`config.mk`:
```
export PLATFORM = sky130hd
export DESIGN_NAME = bit_tx_ctrl
export DESIGN_NICKNAME = d
export VERILOG_FILES = /design/src/rtl/bit_tx_pkg.sv /design/src/rtl/bit_tx_ctrl_cycle_timer.sv /design/src/rtl/bit_tx_ctrl.sv
export SDC_FILE = /design/constraint.sdc
export NUM_CORES = 1
export LEC_CHECK = 0
export CAP_MARGIN = 20
export CELL_PAD_IN_SITES_DETAIL_PLACEMENT = 1
export CELL_PAD_IN_SITES_GLOBAL_PLACEMENT = 1
export CORE_ASPECT_RATIO = 0.6
export CORE_MARGIN = 2
export CORE_UTILIZATION = 41
export CTS_CLUSTER_DIAMETER = 50
export CTS_CLUSTER_SIZE = 20
export DETAILED_ROUTE_END_ITERATION = 8
export PLACE_DENSITY_LB_ADDON = 0.1
export SLEW_MARGIN = 10
export SYNTH_ARGS = -nofsm -noshare
export SYNTH_HDL_FRONTEND = slang
export SYNTH_SLANG_ARGS = --single-unit
```
`constraint.sdc`:
```
create_clock -name clk -period 2.5 [get_ports clk]
set_clock_uncertainty 0.2 [all_clocks]
set_input_delay 0.75 -clock clk [delete_from_list [all_inputs] [get_ports clk]]
set_output_delay 0.75 -clock clk [all_outputs]
set_load 0.05 [all_outputs]
```
`src/rtl/bit_tx_pkg.sv`:
```
// bit_tx_pkg
//   Shared definitions for the pulse-distance bit transmitter:
//   - state_e     : controller FSM state encoding
//   - DEF_*       : default timing constants (clock cycles)
//   - max_int()   : helper used to size the cycle timer
package bit_tx_pkg;

  typedef enum logic [3:0] {
    IDLE,
    START_MARK,
    START_SPACE,
    BIT_MARK,
    BIT_SPACE,
    ADVANCE,
    CHECK,
    STOP_MARK,
    DONE
  } state_e;

  localparam int DEF_START_MARK_CYC  = 16;
  localparam int DEF_START_SPACE_CYC = 8;
  localparam int DEF_MARK_CYC        = 4;
  localparam int DEF_ZERO_SPACE_CYC  = 4;
  localparam int DEF_ONE_SPACE_CYC   = 12;
  localparam int DEF_MAX_BITS        = 11;

  function automatic int max_int(input int a, input int b);
    return (a > b) ? a : b;
  endfunction

endpackage

```
`src/rtl/bit_tx_ctrl_cycle_timer.sv`:
```
// cycle_timer
//   Loadable down-counter used to time each FSM state.
//   Ports:
//     clk      in  clock, rising edge
//     rst      in  asynchronous active-high reset (count -> 0)
//     load     in  load load_val this cycle
//     load_val in  W   count value (state length minus one)
//     expired  out count has reached zero
module cycle_timer #(
  parameter int W = 5
) (
  input  logic         clk,
  input  logic         rst,
  input  logic         load,
  input  logic [W-1:0] load_val,
  output logic         expired
);

  logic [W-1:0] cnt_q, cnt_d;

  always_comb begin
    cnt_d = cnt_q;
    if (load) begin
      cnt_d = load_val;
    end else if (cnt_q != '0) begin
      cnt_d = cnt_q - W'(1);
    end
  end

  always_ff @(posedge clk or posedge rst) begin
    if (rst) begin
      cnt_q <= '0;
    end else begin
      cnt_q <= cnt_d;
    end
  end

  assign expired = (cnt_q == '0);

endmodule

```
`src/rtl/bit_tx_ctrl.sv`:
```
// bit_tx_ctrl
//   Pulse-distance encoder controller. Emits a start burst/gap, then per bit a
//   fixed mark followed by a space whose length encodes the bit, then a stop
//   mark and a one-cycle done pulse. Bits come from an external serializer.
//   Ports:
//     clk       in   clock, rising edge
//     rst       in   asynchronous active-high reset
//     start     in   frame request (sampled in IDLE only)
//     abort     in   synchronous cancel, highest priority
//     bits_done in   serializer has no bits left
//     bit_value in   serializer's current bit
//     next_bit  out  one-cycle advance strobe to serializer
//     tx_out    out  encoded line
//     busy      out  high whenever not IDLE
//     done      out  one-cycle frame-complete pulse
//     err       out  one-cycle pulse when MAX_BITS is exceeded
//     bit_cnt   out  [3:0] bits sent in current frame
module bit_tx_ctrl
  import bit_tx_pkg::*;
#(
  parameter int START_MARK_CYC  = DEF_START_MARK_CYC,
  parameter int START_SPACE_CYC = DEF_START_SPACE_CYC,
  parameter int MARK_CYC        = DEF_MARK_CYC,
  parameter int ZERO_SPACE_CYC  = DEF_ZERO_SPACE_CYC,
  parameter int ONE_SPACE_CYC   = DEF_ONE_SPACE_CYC,
  parameter int MAX_BITS        = DEF_MAX_BITS
) (
  input  logic       clk,
  input  logic       rst,
  input  logic       start,
  input  logic       abort,
  input  logic       bits_done,
  input  logic       bit_value,
  output logic       next_bit,
  output logic       tx_out,
  output logic       busy,
  output logic       done,
  output logic       err,
  output logic [3:0] bit_cnt
);

  localparam int MAX_CYC = max_int(max_int(max_int(START_MARK_CYC, START_SPACE_CYC),
                                           max_int(MARK_CYC, ZERO_SPACE_CYC)),
                                   ONE_SPACE_CYC);
  localparam int CW = $clog2(MAX_CYC) + 1;

  // The timer holds "remaining cycles minus one", so a state loaded with N-1
  // stays for exactly N cycles before expired is seen.
  localparam logic [CW-1:0] LD_START_MARK  = CW'(START_MARK_CYC - 1);
  localparam logic [CW-1:0] LD_START_SPACE = CW'(START_SPACE_CYC - 1);
  localparam logic [CW-1:0] LD_MARK        = CW'(MARK_CYC - 1);
  localparam logic [CW-1:0] LD_ZERO_SPACE  = CW'(ZERO_SPACE_CYC - 1);
  localparam logic [CW-1:0] LD_ONE_SPACE   = CW'(ONE_SPACE_CYC - 1);

  state_e      state_q, state_d;
  logic [3:0]  bit_cnt_q, bit_cnt_d;
  logic        bit_lat_q, bit_lat_d;
  logic        tx_out_q, tx_out_d;
  logic        busy_q, busy_d;
  logic        next_bit_q, next_bit_d;
  logic        done_q, done_d;
  logic        err_q, err_d;
  logic        timer_load;
  logic [CW-1:0] timer_val;
  logic        timer_expired;

  cycle_timer #(.W(CW)) u_timer (
    .clk      (clk),
    .rst      (rst),
    .load     (timer_load),
    .load_val (timer_val),
    .expired  (timer_expired)
  );

  always_comb begin
    state_d    = state_q;
    bit_cnt_d  = bit_cnt_q;
    bit_lat_d  = bit_lat_q;
    timer_load = 1'b0;
    timer_val  = '0;
    err_d      = 1'b0;

    unique case (state_q)
      IDLE: begin
        if (start) begin
          state_d    = START_MARK;
          bit_cnt_d  = 4'd0;
          timer_load = 1'b1;
          timer_val  = LD_START_MARK;
        end
      end
      START_MARK: begin
        if (timer_expired) begin
          state_d    = START_SPACE;
          timer_load = 1'b1;
          timer_val  = LD_START_SPACE;
        end
      end
      START_SPACE: begin
        if (timer_expired) state_d = CHECK;
      end
      CHECK: begin
        timer_load = 1'b1;
        timer_val  = LD_MARK;
        if (bits_done) begin
          state_d = STOP_MARK;
        end else if (bit_cnt_q == 4'(MAX_BITS)) begin
          state_d = STOP_MARK;
          err_d   = 1'b1;
        end else begin
          state_d   = BIT_MARK;
          // The bit is captured once here; later serializer changes cannot
          // alter this bit's space length.
          bit_lat_d = bit_value;
        end
      end
      BIT_MARK: begin
        if (timer_expired) begin
          state_d    = BIT_SPACE;
          timer_load = 1'b1;
          timer_val  = bit_lat_q ? LD_ONE_SPACE : LD_ZERO_SPACE;
        end
      end
      BIT_SPACE: begin
        if (timer_expired) begin
          state_d   = ADVANCE;
          bit_cnt_d = (bit_cnt_q == 4'hF) ? bit_cnt_q : bit_cnt_q + 4'd1;
        end
      end
      ADVANCE:   state_d = CHECK;
      STOP_MARK: begin
        if (timer_expired) state_d = DONE;
      end
      DONE:      state_d = IDLE;
      default:   state_d = IDLE;
    endcase

    if (abort && (state_q != IDLE)) begin
      state_d    = IDLE;
      err_d      = 1'b0;
      timer_load = 1'b1;
      timer_val  = '0;
    end
  end

  // Outputs are decoded from the next state and registered, so they line up
  // cycle-for-cycle with the state register and are glitch-free.
  always_comb begin
    tx_out_d   = (state_d == START_MARK) || (state_d == BIT_MARK) || (state_d == STOP_MARK);
    busy_d     = (state_d != IDLE);
    next_bit_d = (state_d == ADVANCE);
    done_d     = (state_d == DONE);
  end

  always_ff @(posedge clk or posedge rst) begin
    if (rst) begin
      state_q    <= IDLE;
      bit_cnt_q  <= 4'd0;
      bit_lat_q  <= 1'b0;
      tx_out_q   <= 1'b0;
      busy_q     <= 1'b0;
      next_bit_q <= 1'b0;
      done_q     <= 1'b0;
      err_q      <= 1'b0;
    end else begin
      state_q    <= state_d;
      bit_cnt_q  <= bit_cnt_d;
      bit_lat_q  <= bit_lat_d;
      tx_out_q   <= tx_out_d;
      busy_q     <= busy_d;
      next_bit_q <= next_bit_d;
      done_q     <= done_d;
      err_q      <= err_d;
    end
  end

  assign tx_out   = tx_out_q;
  assign busy     = busy_q;
  assign next_bit = next_bit_q;
  assign done     = done_q;
  assign err      = err_q;
  assign bit_cnt  = bit_cnt_q;

endmodule

```
After elaboration in Yosys (flattened, before gate mapping)
Index checks and enable logic that the tools add are counted.
{"block": "classes", "add_sub_neg": 2, "multipliers": 0, "div_mod_pow": 0, "order_cmp": 0, "eq_ne": 17, "shift": 0, "muxes": 30, "bitwise": 2, "reduce_logical": 13}
{"operator": "two-way mux 4 bit", "count": 13}
{"operator": "one-hot mux 4 bit (8 select lines)", "count": 1}
{"operator": "== test 4 x 3 -> 1 bit, second input constant", "count": 6}
{"operator": "one-hot mux 4 bit (4 select lines)", "count": 1}
{"operator": "two-way mux 5 bit", "count": 3}
{"operator": "== test 4 x 2 -> 1 bit, second input constant", "count": 3}
{"operator": "== test 4 bit, second input constant", "count": 3}
{"operator": "two-way mux 3 bit", "count": 3}
{"operator": "== test 4 x 1 -> 1 bit, second input constant", "count": 2}
{"operator": "one-hot mux 4 bit (2 select lines)", "count": 1}
{"operator": "nonzero test 4 bit", "count": 2}
{"operator": "two-way mux 1 bit", "count": 7}
{"operator": "inequality test 2 bit, second input constant", "count": 3}
{"operator": "logical NOT 5 bit", "count": 1}
{"operator": "nonzero test 5 bit", "count": 1}
{"operator": "subtractor 5 x 1 -> 5 bit, second input constant", "count": 1}
{"operator": "adder 4 x 1 -> 4 bit, second input constant", "count": 1}
{"operator": "logical NOT 4 bit", "count": 1}
{"operator": "AND reduction 4 bit", "count": 1}
{"operator": "nonzero test 2 bit", "count": 2}
{"operator": "one-hot mux 1 bit (3 select lines)", "count": 1}
{"operator": "AND reduction 3 bit", "count": 1}
{"operator": "logical OR 1 bit", "count": 2}
{"operator": "inverter 1 bit", "count": 2}
{"operator": "other kinds (2)", "count": 2}
{"block": "word_totals", "register_bits": 19, "latchBits": 0, "ram_bits": 0, "romBits": 0, "input_bits": 6, "out_inout_bits": 9, "elab_cells": 73, "memories": 0}

Logic depth before layout (Yosys ltp)
Gate-level depths: netlist (run 1).
{"block": "logic_depth", "depth_word": 8, "mapped_depth": 7}

Hierarchy
From an unflattened synthesis (run 1), not the netlist that was laid out.
{"block": "hier_totals", "hier_cells": 129, "hier_area_um2": 1214.9}
{"module": "bit_tx_ctrl", "instances": 1, "cells_each": 101, "area_each_um2": 932.1, "seq_area_each_um2": 350.3}
{"module": "cycle_timer", "instances": 1, "cells_each": 28, "area_each_um2": 282.8, "seq_area_each_um2": 125.1}

Worst setup path before layout (run 1)
No wires, ideal clock.
{"block": "synth_timing", "path_type": "flip-flop to flip-flop", "from": "register u_timer.cnt_q[0]", "to": "register tx_out_q, in the netlist tx_out", "t_arrival_ns": 1.766, "path_slack_ns": 0.405, "path_stages_with_launch": 7, "synth_period_minus_slack_ns": 2.095, "path_cell_list": "dfrtp_1 inv_1 ha_1 or4b_4 or4_1 a21o_1 nor2b_1"}
{"block": "synth_via", "elab_chain_cells": 7}
{"item": "from (decl)", "line": "bit_tx_ctrl_cycle_timer.sv:19", "text": "logic [W-1:0] cnt_q, cnt_d;"}
{"item": "from (signal assigned)", "line": "bit_tx_ctrl_cycle_timer.sv:34", "text": "cnt_q <= cnt_d;"}
{"item": "logical NOT 5 bit (*)", "line": "bit_tx_ctrl_cycle_timer.sv:38", "text": "assign expired = (cnt_q == '0);"}
{"item": "two-way mux 4 bit (on tied branches)"}
{"item": "one-hot mux 4 bit (8 select lines) (*)", "line": "bit_tx_ctrl.sv:83", "text": "unique case (state_q)"}
{"item": "two-way mux 4 bit (*)", "line": "bit_tx_ctrl.sv:138", "text": "if (abort && (state_q != IDLE)) begin"}
{"item": "== test 4 x 1 -> 1 bit / == test 4 x 2 -> 1 bit (equally long branches)", "line": "bit_tx_ctrl.sv:149", "text": "tx_out_d = (state_d == START_MARK) || (state_d == BIT_MARK) || (state_d == STOP_MARK);"}
{"item": "logical OR 1 bit", "line": "bit_tx_ctrl.sv:149"}
{"item": "logical OR 1 bit (*)", "line": "bit_tx_ctrl.sv:149"}
{"item": "named net tx_out_d", "line": "bit_tx_ctrl.sv:58", "text": "logic tx_out_q, tx_out_d;"}
{"item": "to (signal assigned)", "line": "bit_tx_ctrl.sv:169", "text": "tx_out_q <= tx_out_d;"}
{"item": "to (decl)", "line": "bit_tx_ctrl.sv:58"}
The timed path passes the listed nets; every way through them passes the cells marked *.
A chain may end at the register's enable or synchronous reset.

Final worst setup path (run 1)
{"block": "layout_timing", "from": "register bit_cnt_q[1], in the netlist bit_cnt[1]", "to": "output bit_cnt[1]"}
{"item": "from (decl)", "line": "bit_tx_ctrl.sv:56", "text": "logic [3:0] bit_cnt_q, bit_cnt_d;"}
{"item": "from (signal assigned)", "line": "bit_tx_ctrl.sv:167", "text": "bit_cnt_q <= bit_cnt_d;"}
{"item": "to (decl)", "line": "bit_tx_ctrl.sv:39", "text": "output logic [3:0] bit_cnt"}
No word-level cell between the ends.

==> impl_results.md, run 1 <==
* Leading area contributor after synthesis: dfrtp_1
* Final Cycle Share at 0.982
* Cts hold-fix bufs at 0
* Clk pwr share at 0.152
* Crit-path cells: clkdlybuf4s50_1
* H-tree levels at 1
* Root cell of the clock tree: clkbuf_8
* Avg Cell Area, Syn at 9.78 sq um
* Area delta synth->final at 20.5%
* DR vias/cell at 6.07
* Max Root-Sink Buffers at 2
* Flop pwr share at 0.362
* Sw frac at 0.438
* Hold Fails Final Rpt at 0
* Comb power frac at 0.486
* Main synth FF type: dfrtp_1
* DP Cell Count at ~160
* Core box area at 2540 sq um
* DRC viols at 0
* # clock sinks at 19
* DIE WIDTH at a little over 70 um
* Antenna violations before repair at 0
* Pleak at between 0.5 and 0.6 nW
* Initial Util at 0.435
* Top cells by instance count after synthesis: dfrtp_1, a21oi_1, inv_1, nand3_1, nor2_1
* Run status: completed
* Int Pwr at around 0.80 mW
* I/O Pins at 15
* Final Core Density at 0.524
* First-pass GRT wire length at 5000 um
* Crit path arrival time at 1.51 ns
* Nature of the critical path startpoint: flip-flop
* Die area at between 3000 and 4000 sq um
* IO buf count at 14
* Final Max Tran Viols at 0
* Std-Cell Rows at 14
* Crit path max-delay family: buffers and inverters
* Routed wire length at between 2000 and 3000 um
* Final GP Congestion at 0.874
* GRT Total Usage at 0.214
* Slowest stage delay, CP at approximately 0.83 ns
* Pwr dens at 1070 nW/um^2
* Final setup violating endpoints at 0
* Setup TNS at 0 ns
* Hold_ws at 0.329 ns
* RSZ-0062 raised after global routing: no
* Worst VDD drop at approximately 450 uV
* Reg clk slew, reported paths at 0.07 ns
* Largest cells by area after synthesis: dfrtp_1, ha_1, a21oi_1
* Layout Cells excl Fill at roughly 160
* Die height at about 44 um
* XOR/XNOR Fraction of Synth Area at 0.0238
* Power, Total at about 1.4 mW
* Post-synthesis mux area share at 0.0102
* Final nets at 141
* Clock Latency Late Sink at about 0.26 ns
* Crit path max fanout at 4
* Sequential element share of the synthesized area at 0.430
* Post-Syn Area at 1100 sq um
* First drt pass iteration count at 4
* Yosys Warn Count at 0
* N_diodes at 0
* Detailed placement HPWL at 2180 um
* Max Cap Violations at 0
* Register bit total from synthesis at 19
* Most common cell in the synthesized netlist: dfrtp_1
* Number of global-route vias before repair at between 900 and 1k
* Syn_nets at roughly 120
* Crit. End Element: primary output
* Gr ovfl total at 0
* Mapped Cells at roughly 110
* Worst path slowest cell: clkdlybuf4s50_1
* Adder-cell share of the synthesized area at 0.0340
* Post-synth top area share at 0.430
* Pin count of the biggest net entering global routing at 20
* Compound-Gate Fraction of Synth Area at 0.205
* Fmax at a little over 400 MHz
* WL per Instance at 18.0 um
* Count of cell types in the netlist at 40
* Via count at 990
* Post-CTS Setup Repair Bufs at 0
* Ys async rst share at 1.00
* Post-synth EDFFs at 0
* Iteration-0 DRC count of the detailed router at between 70 and 80
* Net Sw Power at between 0.6 and 0.7 mW
* DRT antenna net count at 0
* Relative slew margins at 0.517
* Final worst path period need at between 2 and 2.5 ns
* Main combinational cell family by area after synthesis: simple AND/OR/NAND/NOR gates
* Crit path kind: flip-flop to primary output
* CTS resizes at 0
* Synth Area in Simple Gates at 0.247
* WP buf/inv at 1
* Num CTS Buffers at 3
* Hold crit path type: flip-flop to flip-flop
* Critical path required time at between 1.5 and 2 ns
* Least-Margin Pin Slew at 0.717 ns
* CTS tree: done
* Layout cells sized above 1 at 0.122
==> layer usage <==
| layer | routed length [um] | track usage | vias to the layer above |
|---|---|---|---|
| li1 | - | - | 465 |
| met1 | 1380 | 0.284 | 486 |
| met2 | 1300 | 0.338 | 37 |
| met3 | 244 | 0.0752 | 2 |
| met4 | 9 | 0.0566 | 0 |
| met5 | 0 | 0 | - |
==> area by class of cell <==
class / instances / area [sq um]
sequential: 19 / 475
multi-input combinational: 82 / 574
fill: 286 / 1210
tap: 32 / 40.0
timing repair buffer: 19 / 170
inverter: 7 / 26.3
clock buffer: 4 / 45.0
==> cells by family (layout without fill, tap and decap cells) <==
group           after synthesis  after routing
flops                        19             19
fa+ha+maj                     3              3
compound gates               32             32
simple gates                 43             43
mux                           1              1
xor+xnor                      3              3
buf+inv                      12             30
==> power by group through the flow <==
stage	registers (mW)	clock network, mW	logic [mW]
2_1_floorplan	0.531	0	0.469
3_3_place_gp	0.509	0	0.670
3_5_place_dp	0.519	0	0.690
4_1_cts	0.514	0.225	0.696
5_1_grt	0.529	0.240	0.766
6_report	0.515	0.216	0.692
==> cells in the final DEF (no fill, tap or decap), drive strengths merged, types with 2 or more instances in the layout <==
cell | netlist | final
a21oi | 7 | 7
a31oi | 2 | 2
buf | 3 | 8
clkbuf | 2 | 4
clkdlybuf4s50 | 0 | 11
dfrtp | 19 | 19
ha | 3 | 3
inv | 7 | 7
nand2 | 4 | 4
nand3 | 6 | 6
nor2 | 6 | 6
nor2b | 4 | 4
nor3 | 4 | 4
nor3b | 4 | 4
nor4b | 3 | 3
o2111ai | 2 | 2
o211ai | 3 | 3
o21a | 3 | 3
o21ai | 4 | 4
o31ai | 2 | 2
o41ai | 2 | 2
or3 | 3 | 3
or4 | 3 | 3
or4b | 2 | 2
xor2 | 2 | 2
==> metrics by stage <==
step           worst slack [ns]  area (sq um)
6_report                 0.0448          1330
5_1_grt                  0.0161          1330
4_1_cts                  0.0419          1330
3_5_place_dp           -0.00966          1290
3_3_place_gp             0.0689          1290
2_1_floorplan             0.405          1100
==> worst paths after layout <==
check | cells past startpoint | slack, ns | endpoint | from
worst min register to register | 1 | 0.33 | bit_lat_q$_DFFE_PP0P_ | bit_lat_q$_DFFE_PP0P_
worst min-delay path | 1 | 0.33 | bit_lat_q$_DFFE_PP0P_ | bit_lat_q$_DFFE_PP0P_
min in group asynchronous | 3 | 0.62 | state_q[2]$_DFF_PP0_ | rst
worst max-delay path | 1 | 0.04 | bit_cnt[1] | bit_cnt[1]$_DFFE_PP0P_
worst max register to register | 6 | 0.16 | tx_out$_DFF_PP0_ | u_timer.cnt_q[0]$_DFFE_PP0P_
max in group asynchronous | 3 | 1.27 | bit_cnt[3]$_DFFE_PP0P_ | rst
==> worst reg2reg max path, delay by kind of cell (launching register included) <==
| kind | cells | cell delay (ns) |
|---|---|---|
| and+or+nand+nor | 3 | 1.13 |
| DFF | 1 | 0.41 |
| adders and majority gates | 1 | 0.20 |
| AOI/OAI and AO/OA | 1 | 0.19 |
| buffers and inverters | 1 | 0.10 |
==> flip-flops by register name (all words and copies together), names as in the netlist <==
name,flops
u_timer.cnt_q,5
bit_cnt,4
state_q,4
bit_lat_q,1
busy,1
done,1
err,1
next_bit,1
tx_out,1
Note: power is estimated with default switching activity, not from simulation.
==> run 2: changes to the inputs <==
GPL_ROUTABILITY_DRIVEN = 0   (was not set)
RECOVER_POWER = 25   (was not set)
==> run 2 against run 1 <==
First-iteration DRC count is 3.9% higher. Power about the same. Count of clock-buffer cells in the layout is the same. Sequential cell count unchanged. Critical endpoint unchanged. Largest cell class unchanged. Largest power group unchanged.
==> impl_results.md, run 2 (synthesis gave the netlist of run 1 again) <==
* Pwr dens at 1070 nW/um^2 (+0.21%)
* Clock Latency Late Sink at 0.26 ns (about the same)
* Reg clk slew, reported paths at 0.07 ns (about the same)
* Die height at 44.2 um (unchanged)
* WP buf/inv at 1 (unchanged)
* Hold crit path type: flip-flop to flip-flop
* Final worst path period need at 2.46 ns (+0.000424 ns)
* First drt pass iteration count at 4 (unchanged)
* Via count at 995 (+0.51%)
* DRC viols at 0 (unchanged)
* # clock sinks at 19 (unchanged)
* Pleak at 0.546 nW (-0.61%)
* Routed wire length at 2940 um (about the same)
* RSZ-0062 raised after global routing: no
* N_diodes at 0 (unchanged)
* Iteration-0 DRC count of the detailed router at 80 (+3.9%)
* Number of global-route vias before repair at 984 (unchanged)
* DRT antenna net count at 0 (unchanged)
* Hold Fails Final Rpt at 0 (unchanged)
* Most used routing layer: met2
* Relative slew margins at 0.282 (-0.235)
* Largest register FFs at 5 (unchanged)
* Run status: completed
* Crit path arrival time at 1.51 ns (about the same)
* Gr ovfl total at 0 (unchanged)
* Nature of the critical path startpoint: flip-flop
* Final Cycle Share at 0.982 (about the same)
* Post-CTS Setup Repair Bufs at 0 (unchanged)
* WL per Instance at 18.0 um (about the same)
* GRT Total Usage at 0.214 (unchanged)
* Area delta synth->final at 20.2%
* Crit path max fanout at 4 (unchanged)
* Layout cells sized above 1 at 0.115 (-0.00763)
* Std-Cell Rows at 14 (unchanged)
* Setup TNS at 0 ns (unchanged)
* Final setup violating endpoints at 0 (unchanged)
* Met1 usage at 0.284 (unchanged)
* Crit-path cells: clkdlybuf4s50_1
* Layout Cells excl Fill at 163 (unchanged)
* First-pass GRT wire length at 5000 um (unchanged)
* Detailed placement HPWL at 2180 um (unchanged)
* DIE WIDTH at 71.0 um (unchanged)
* Commonest non-fill, non-tap cell in the layout: dfrtp_1
* Max Cap Violations at 0 (unchanged)
* GRT met3 Usage at 0.0752 (unchanged)
* Antenna violations before repair at 0 (unchanged)
* Root cell of the clock tree: clkbuf_8
* I/O Pins at 15 (unchanged)
* Met2 GRT Util at 0.338 (unchanged)
* Fmax at 407 MHz (about the same)
* Final Max Tran Viols at 0 (unchanged)
* Critical path required time at 1.55 ns (about the same)
* Hold_ws at 0.329 ns (-0.000161 ns)
* Crit path kind: flip-flop to primary output
* CTS resizes at 0 (unchanged)
* Slowest stage delay, CP at 0.83 ns (about the same)
* Initial Util at 0.435 (unchanged)
* Die area at 3140 sq um (unchanged)
* Cts hold-fix bufs at 0 (unchanged)
* Final nets at 141 (unchanged)
* CTS tree: done
* Pin count of the biggest net entering global routing at 20 (unchanged)
* Crit. End Element: primary output
* DP Cell Count at 159 (unchanged)
* Most frequent cells in the layout: dfrtp_1, clkdlybuf4s50_1, inv_1, a21oi_1, buf_4
* Worst path slowest cell: clkdlybuf4s50_1
* Least-Margin Pin Slew at 1.08 ns (+0.360 ns)
* IO buf count at 14 (unchanged)
* Core box area at 2540 sq um (unchanged)
* DR vias/cell at 6.10 (+0.51%)
* Max Root-Sink Buffers at 2 (unchanged)
* Top reg by flops: u_timer.cnt_q
* Final Core Density at 0.523 (-0.00148)
* Crit path max-delay family: buffers and inverters
* Worst VDD drop at 454 uV (about the same)
* H-tree levels at 1 (unchanged)
* Num CTS Buffers at 3 (unchanged)
-- run 2: area by class of cell --
cell class | instances | area (sq um)
fillers | 288 | 1210
well taps | 32 | 40.0
clock buffers | 4 | 45.0
repair buffers | 19 | 166
multi-input cells | 82 | 574
flip-flops and latches | 19 | 475
inverters | 7 | 26.3
-- run 2: path summary, 6_finish.rpt --
path                                                   start                     end  slack, ns  cells past startpoint
worst max-delay path                  bit_cnt[1]$_DFFE_PP0P_              bit_cnt[1]       0.04                      1
worst min-delay path                   bit_lat_q$_DFFE_PP0P_   bit_lat_q$_DFFE_PP0P_       0.33                      1
worst max register to register  u_timer.cnt_q[0]$_DFFE_PP0P_        tx_out$_DFF_PP0_       0.16                      6
worst min register to register         bit_lat_q$_DFFE_PP0P_   bit_lat_q$_DFFE_PP0P_       0.33                      1
max in group asynchronous                                rst  bit_cnt[3]$_DFFE_PP0P_       0.38                      3
min in group asynchronous                                rst    state_q[2]$_DFF_PP0_       1.07                      3
-- run 2: worst register-to-register path, cell delays in order, from the launching register on --
cell	delay, ns
dfrtp_1	0.41
inv_1	0.10
ha_1	0.20
or4b_4	0.57
or4_1	0.43
a21o_1	0.19
nor2b_1	0.13
-- run 2: metrics by stage --
step / cell area (sq um) / worst slack [ns] / total power, mW
2_1_floorplan: 1100 / 0.405 / 1.00
3_3_place_gp: 1290 / 0.0689 / 1.18
3_5_place_dp: 1290 / -0.00966 / 1.21
4_1_cts: 1330 / 0.0419 / 1.44
5_1_grt: 1330 / 0.0161 / 1.53
6_report: 1330 / 0.0443 / 1.42
-- run 2: metal layers --
layer | share of wire | vias to the layer above
li1 | - | 463
met1 | 0.46 | 485
met2 | 0.45 | 45
met3 | 0.095 | 2
met4 | 0.0031 | 0
met5 | 0 | -
-- run 2: power breakdown --
group	internal, mW	switching, mW	total (mW)
clock network	0.113	0.103	0.217
logic	0.291	0.400	0.691
registers	0.394	0.120	0.514
